<file path="src/rtl/state_to_string.sv">
// Keccak state-array to bitstring converter: captures a 5x5xW state as the flat string
// S[W*(5y+x)+z] = A[x][y][z] and streams its first out_len bits as DW-bit chunks.
module state_to_string #(
  parameter int unsigned W  = 64,
  parameter int unsigned DW = 64,
  localparam int unsigned B  = 25 * W,
  localparam int unsigned LW = $clog2(B + 1),
  localparam int unsigned NW = $clog2(DW + 1)
) (
  input  logic                   clk,
  input  logic                   reset,
  input  logic                   in_valid,
  output logic                   in_ready,
  input  logic [4:0][4:0][W-1:0] Abc,
  input  logic [LW-1:0]          out_len,
  output logic                   out_valid,
  input  logic                   out_ready,
  output logic [DW-1:0]          out_data,
  output logic [NW-1:0]          out_nbits,
  output logic                   out_last
);

  localparam int unsigned NC = B / DW;
  localparam int unsigned IW = (NC > 1) ? $clog2(NC) : 1;
  localparam logic [LW-1:0] BLen = LW'(B);
  localparam logic [LW-1:0] DLen = LW'(DW);

  typedef enum logic [0:0] {StIdle, StSend} state_e;

  state_e          state_q;
  logic [B-1:0]    s_q;
  logic [IW-1:0]   idx_q;
  logic [LW-1:0]   rem_q;
  logic            out_valid_q;
  logic            out_last_q;
  logic [DW-1:0]   out_data_q;
  logic [NW-1:0]   out_nbits_q;

  logic [B-1:0]          flat;
  logic [LW-1:0]         eff_len;
  logic [LW-1:0]         rem_nxt;
  logic [IW-1:0]         idx_nxt;
  logic [NC-1:0][DW-1:0] s_chunks;
  logic [DW-1:0]         chunk_nxt;

  // Clear every bit at or beyond the remaining length.
  function automatic logic [DW-1:0] trim(input logic [DW-1:0] c, input logic [LW-1:0] rem);
    logic [DW-1:0] r;
    r = '0;
    for (int unsigned j = 0; j < DW; j++) begin
      r[j] = c[j] & (j < 32'(rem));
    end
    return r;
  endfunction

  function automatic logic [NW-1:0] nbits(input logic [LW-1:0] rem);
    return (rem >= DLen) ? NW'(DW) : NW'(rem);
  endfunction

  always_comb begin
    flat = '0;
    for (int x = 0; x < 5; x++) begin
      for (int y = 0; y < 5; y++) begin
        flat[W*(5*y+x) +: W] = Abc[x][y];
      end
    end
    // Zero and oversize lengths both mean the whole state.
    if (out_len == '0 || out_len > BLen) begin
      eff_len = BLen;
    end else begin
      eff_len = out_len;
    end
    rem_nxt   = rem_q - DLen;
    idx_nxt   = idx_q + IW'(1);
    s_chunks  = s_q;
    chunk_nxt = s_chunks[idx_nxt];
  end

  always_ff @(posedge clk or negedge reset) begin
    if (!reset) begin
      state_q     <= StIdle;
      s_q         <= '0;
      idx_q       <= '0;
      rem_q       <= '0;
      out_valid_q <= 1'b0;
      out_last_q  <= 1'b0;
      out_data_q  <= '0;
      out_nbits_q <= '0;
    end else begin
      unique case (state_q)
        StIdle: begin
          if (in_valid) begin
            state_q     <= StSend;
            s_q         <= flat;
            idx_q       <= '0;
            rem_q       <= eff_len;
            out_valid_q <= 1'b1;
            out_data_q  <= trim(flat[DW-1:0], eff_len);
            out_nbits_q <= nbits(eff_len);
            out_last_q  <= (eff_len <= DLen);
          end
        end
        StSend: begin
          if (out_ready) begin
            if (out_last_q) begin
              state_q     <= StIdle;
              idx_q       <= '0;
              rem_q       <= '0;
              out_valid_q <= 1'b0;
              out_last_q  <= 1'b0;
              out_data_q  <= '0;
              out_nbits_q <= '0;
            end else begin
              idx_q       <= idx_nxt;
              rem_q       <= rem_nxt;
              out_data_q  <= trim(chunk_nxt, rem_nxt);
              out_nbits_q <= nbits(rem_nxt);
              out_last_q  <= (rem_nxt <= DLen);
            end
          end
        end
        default: state_q <= StIdle;
      endcase
    end
  end

  assign in_ready  = (state_q == StIdle);
  assign out_valid = out_valid_q;
  assign out_data  = out_data_q;
  assign out_nbits = out_nbits_q;
  assign out_last  = out_last_q;

endmodule
</file>
<file path="config.mk">
export PLATFORM = sky130hd
export DESIGN_NAME = state_to_string
export DESIGN_NICKNAME = d
export VERILOG_FILES = /design/src/rtl/state_to_string.sv
export SDC_FILE = /design/constraint.sdc
export NUM_CORES = 2
export LEC_CHECK = 0
export CAP_MARGIN = 15
export CORE_AREA = 2 2 667 669
export CTS_CLUSTER_SIZE = 14
export DETAILED_ROUTE_END_ITERATION = 12
export DIE_AREA = 0 0 669 671
export REMOVE_ABC_BUFFERS = 1
export SLEW_MARGIN = 20
export SYNTH_ARGS = -nofsm -noshare
export SYNTH_HDL_FRONTEND = slang
export SYNTH_SLANG_ARGS = --single-unit
</file>
<file path="constraint.sdc">
create_clock -name clk -period 4.05 [get_ports clk]
set_input_delay 0.405 -clock clk [delete_from_list [all_inputs] [get_ports clk]]
set_output_delay 0.405 -clock clk [all_outputs]
set_load 0.02 [all_outputs]
</file>
# Word level (Yosys, flattened, before mapping)

Index checks and enable logic that the tools add are counted.

Register bits after elaboration: 1690
Bits of input ports: 1615
Output and inout bits: 74
Logic and storage cells: 314

Add/sub/neg operators: 2
Order comparisons: 134
Equality and inequality tests: 3
Mux-type cells: 33
Bitwise gates (word level): 129
Reductions and logical operators: 5

Operators with widths:

| cell                                                 | count |
|---|---|
| < comparator 6 x 11 -> 1 bit, first input constant   | 64 |
| < comparator 5 x 11 -> 1 bit, first input constant   | 32 |
| binary-select mux 64 bit (select 5 bit)              | 1 |
| 2-to-1 mux 64 bit                                    | 4 |
| < comparator 4 x 11 -> 1 bit, first input constant   | 16 |
| AND 1 bit                                            | 128 |
| one-hot mux 64 bit (2 select lines)                  | 1 |
| < comparator 3 x 11 -> 1 bit, first input constant   | 8 |
| < comparator 1 x 11 -> 1 bit, first input constant   | 4 |
| < comparator 2 x 11 -> 1 bit, first input constant   | 4 |
| 2-to-1 mux 11 bit                                    | 4 |
| 2-to-1 mux 7 bit                                     | 5 |
| >= comparator 11 x 7 -> 1 bit, second input constant | 2 |
| <= comparator 11 x 7 -> 1 bit, second input constant | 2 |
| one-hot mux 11 bit (2 select lines)                  | 1 |
| 2-to-1 mux 5 bit                                     | 3 |
| one-hot mux 7 bit (2 select lines)                   | 1 |
| > comparator 11 bit, second input constant           | 1 |
| logical NOT 11 bit                                   | 1 |
| subtractor 11 x 7 -> 11 bit, second input constant   | 1 |
| one-hot mux 5 bit (2 select lines)                   | 1 |
| 2-to-1 mux 1 bit                                     | 9 |
| < comparator 5 x 6 -> 1 bit, second input constant   | 1 |
| one-hot mux 1 bit (2 select lines)                   | 3 |
| other kinds (7)                                      | 9 |

# Longest topological paths before layout

Depth after elaboration: 7
Gate-level depth with buffers: 11
Depth with buffers taken out: 8

# Worst setup path after synthesis

OpenSTA, ideal clock, no wires.

Path kind: register to register
Start point: register idx_q[1]
End point: register out_data_q[17], in the netlist out_data[17]
Setup time: 0.126 ns
Arrival time: 2.349 ns
Required time: 3.924 ns
Slack: 1.574 ns
Stages on the path, launching flop included: 9
Path buffers: 3
Clock period less this slack: 2.476 ns
Cell sequence: dfrtp_1 -> ha_1 -> buf_4 -> buf_2 -> clkbuf_1 -> mux4_2 -> mux4_2 -> nor2_1 -> o21ai_1

Word-level cells in the longest chain between the ends: 7

Ends and longest elaborated chain:

| element                                 | RTL line | text |
|---|---|---|
| start, declared                         | 32       | `logic [IW-1:0] idx_q;` |
| start signal, assigned                  | 114      | `idx_q <= idx_nxt;` |
| adder 5 x 1 -> 5 bit                    | 74       | `idx_nxt = idx_q + IW'(1);` |
| binary-select mux 64 bit (select 5 bit) | 76       | `chunk_nxt = s_chunks[idx_nxt];` |
| 2-to-1 mux 64 bit (implied by the code) | 76       |  |
| AND 1 bit                               | 51       | `r[j] = c[j] & (j < 32'(rem));` |
| 2-to-1 mux 64 bit                       | 105      | `if (out_last_q) begin` |
| 2-to-1 mux 64 bit                       | 104      | `if (out_ready) begin` |
| one-hot mux 64 bit (2 select lines)     | 90       | `unique case (state_q)` |
| end signal, assigned                    | 98       | `out_data_q <= trim(flat[DW-1:0], eff_len);` |
| end signal, assigned                    | 116      | `out_data_q <= trim(chunk_nxt, rem_nxt);` |
| end, declared                           | 36       | `logic [DW-1:0] out_data_q;` |

No other way between the ends. The select of a mux whose other input is x is not followed.
A chain may end at the register's enable or synchronous reset.

# Final worst setup path

Start point: register idx_q[0]
End point: register out_data_q[26], in the netlist out_data[26]

The elaborated chain is that of the path after synthesis.

==> summary by stage <==
Status
The flow ran to the end, and the final reports show no timing, DRC or antenna violations.

STA
The maximum achievable frequency is 283 MHz. Across the routed clock network, the largest skew measured is 0.0874 ns. The final count of negative-setup-slack endpoints is 0. Measured against its own limit, the worst slew margin works out to 17.1%. In the finished design, the share of the clock period the worst path needs comes to 87.2%. At the pin with the least slew margin, the transition time is 1.24 ns.

The total negative slack for setup checks is 0 ns. The number of hold violations in the final report is 0. The minimum hold slack is 0.0596 ns. The clock period could shrink to 3.53 ns. Setup repair after global routing left no endpoint under its margin. The count of final max-slew check failures is 0.

Worst setup path
The worst setup path is captured at a register. Traced cell by cell, the critical path runs through buf_12, buf_4, mux4_2, mux4_2, nor2_1, a2111oi_0, a211o_1. The launch point of the critical path is idx_q[0]. Along the worst path, the maximum fanout reaches 32. The largest stage delay on the critical path is 0.62 ns. At the worst endpoint, the required time is 4.90 ns. The critical path ends at out_data[26].

The path type of the worst setup path is register to register. The data arrival time of the critical path is 4.38 ns. Measured in cells, the most critical reg-to-reg path has a length of 7. The startpoint identified for the worst register-to-register timing path is idx_q[0]. The master of the slowest instance on the critical path is buf_4.

The cell seen most often among critical-path stages is mux4_2. The worst register-to-register path has a setup slack of 0.52 ns. The category of the worst setup path launch point is a register.

The endpoint identified for the worst register-to-register timing path is out_data[26].

Die
Pin placement for this block handled 1689 I/O pins. The number of placement rows is 244. The die height is 671 um. The initial utilization of the core area, before any placement, comes to 17.5%.

The total core area is 441000 um^2. In this run the horizontal extent of the chip is 669 um. The floorplan step defined a die boundary enclosing 449000 um^2.

Global route
Entering global routing, the biggest net connects 239 pins. The first global-routing pass estimated 678000 um of wire. Global routing finished with a remaining overflow of 0.

The met2 usage is 35.6%. The initial antenna violation count was 399. The global routing usage summed across all routing layers is 22.1%. met2 is the most crowded layer.

For met3 alone, demand over resource in global routing was 7.18%. The via count of the first global-routing pass is 76600. For met1 alone, demand over resource in global routing was 26.6%.

Pwr
For this design the static power due to leakage is 55.4 nW. The areal power density over the cells is 752 nW/um^2. The peak ir drop on the vdd network is 0.000519 V. The total power draw is 91.4 mW.

Drt
After detailed routing, the number of remaining DRC violations is 0. The iteration-0 DRC count of the detailed router is 7628. The via-per-instance ratio is 4.38. For this run, the detailed router's first-pass iteration total came to 6.

The total number of vias is 76200. The remaining antenna violation count is 0. After detailed routing, the average wire length per cell comes to 29.5 um. For this block, the routed nets add up to 513000 um of wire.

Yosys
Sequential cells were found to cover 54.6% of the synthesized design area. For this run, the number of Yosys warnings is 0. The number of instances in the synthesized netlist is 8398. The number of distinct standard cells referenced by the synthesized netlist is 74. The synthesized area is 77400 um^2. The count of flip-flops with a built-in enable after synthesis is 0. In the synthesized netlist the async set-or-reset flop fraction comes to 100%.

For this run, the leading register cell type out of synthesis is dfrtp_1. Counting flops and latches in the post-synthesis netlist gives 1690. The average instance in the mapped netlist occupies 9.22 um^2.

Clock network
The clock-pin slew on the worst setup and hold paths is 0.06 ns. The TritonCTS clock tree is done. The clock latency on the worst-skew pair is 0.97 ns.

The number of levels in the clock H-tree is 4. Post-CTS repair changed the size of 0 cells. Clock tree synthesis found a total of 1690 sinks. The number of clock buffers added by TritonCTS is 207.

Clock tree synthesis selected as its root buffer the cell clkbuf_16. The maximum buffer depth of the clock tree is 4.

Placed design
The HPWL after detailed placement is 402000 um. The placed standard-cell area is 102000 um^2. The count of input and output buffers is 1688.

At the end of routability-driven placement, the weighted congestion stood at 0.930.

Hold path
The type of the worst min-delay path is input port to register.

Finish
The layout-stage area growth over the synthesis result is 57.0%. At the end of the flow, the number of nets in the layout was 12800. Of the cells placed in the final design, the portion with a size suffix greater than 1 is 9.13%. The cell area after layout is 122000 um^2.

Job
Max-cap violations in this run came to 0.
-- flip-flops by register name, summed over array words and instances, names as in the netlist --
signal / count
s_chunks: 1600
out_data: 64
rem_q: 11
out_nbits: 7
idx_q: 5
out_last: 1
out_valid: 1
state_q: 1
-- critical path, delay by kind of cell, from the launching register on --
family	cells	cell delay, ns
simple gates	1	0.40
flops	1	0.44
mux	2	1.08
buf+inv	2	0.96
compound gates	2	0.43
-- layout by cell type, fill, tap and decap left out, types with 13 or more instances in the layout --
cell and n:
a211oi_1 32, a21oi_1 87, a31oi_1 17, a32oi_1 54, buf_12 62, buf_4 167
bufinv_16 19, clkbuf_1 40, clkbuf_16 207, clkbuf_8 40, clkdlybuf4s50_1 1682, clkinv_2 29
dfrtp_1 1686, diode_2 197, dlygate4sd3_1 1183, mux2i_1 37, mux4_2 402, nand2_1 5067
nand3_1 52, nor2_1 58, nor3_1 13, o21ai_0 56, o21ai_1 44, o221ai_1 17
o31ai_1 17
-- how the worst min path moves through the flow --
stage | from | end | slack, ns | cells after the start
2_1_floorplan | reset | idx_q[0] | 0.11 | 0
5_1_grt | Abc[530] | s_chunks[1042] | 0.02 | 3
3_3_place_gp | s_chunks[513] | s_chunks[513] | 0.45 | 2
3_5_place_dp | s_chunks[1523] | s_chunks[1523] | 0.46 | 2
6_report | Abc[530] | s_chunks[1042] | 0.06 | 3
4_1_cts | Abc[1386] | s_chunks[618] | 0.0002 | 3
-- metal layers --
layer | vias to the layer above | share of wire, %
met5 | - | 0.24
met4 | 190 | 5.0
met3 | 1071 | 9.2
met2 | 3776 | 47
met1 | 38200 | 39
li1 | 33000 | -
-- per-stage QoR --
step	std cells	utilization (%)	setup WS, ns
floorplan	7848	-	-92.32
global route	17300	27.5	0.314
finish	17400	27.6	0.519
detailed placement	15700	23.1	0.310
global placement	15700	23.1	-0.0795
CTS	17200	27.4	0.368
-- where the power goes --
| group | internal, mW | leakage, nW | switching (mW) | total (mW) |
|---|---|---|---|---|
| registers | 24.6 | 21.3 | 6.15 | 30.8 |
| logic | 16.8 | 30.7 | 24.0 | 40.7 |
| clock network | 11.4 | 3.47 | 8.43 | 19.9 |
| total | 52.8 | 55.4 | 38.5 | 91.4 |
-- logic make-up after synthesis --
kind of cell    count (synthesis)  share of synthesized area [%]
simple gates                 5265                           25.9
flops                        1690                           54.6
buf+inv                       556                           3.23
mux                           442                           12.2
compound gates                433                           3.79
xor+xnor                        9                          0.136
fa+ha+maj                       3                         0.0485
-- cells in the mapped netlist (all sizes together) (8+ instances only) --
master / instances / area [um^2]
nand2: 5068 / 19000
o221ai: 17 / 149
a221oi: 8 / 82.6
o21ai: 102 / 510
buf: 144 / 955
and3: 13 / 81.3
clkbuf: 406 / 1520
a211oi: 35 / 263
nor3: 18 / 106
o211ai: 9 / 67.6
dfrtp: 1690 / 42300
mux4: 402 / 9050
a21oi: 98 / 490
nor2: 63 / 239
mux2i: 37 / 370
o31ai: 17 / 128
a31oi: 18 / 113
a32oi: 54 / 473
nand3: 55 / 288
o22ai: 13 / 81.3
a221o: 12 / 120
-- timing repair --
| action | in CTS | in global routing |
|---|---|---|
| hold buffers | 1183 | 0 |
| endpoints found under the hold margin | 1257 | 0 |
| buffers inserted | 0 | 0 |
-- final cells by class --
cell class	count	area, um^2
multi-input combinational	6152	33000
sequential	1690	42300
fill	46300	320000
inverter	6	22.5
clock buffer	287	5880
timing repair buffer	3098	31200
antenna	197	493
tap	5904	7390
clock inverter	82	1240
No activity file was read; power rests on OpenSTA's default activity.
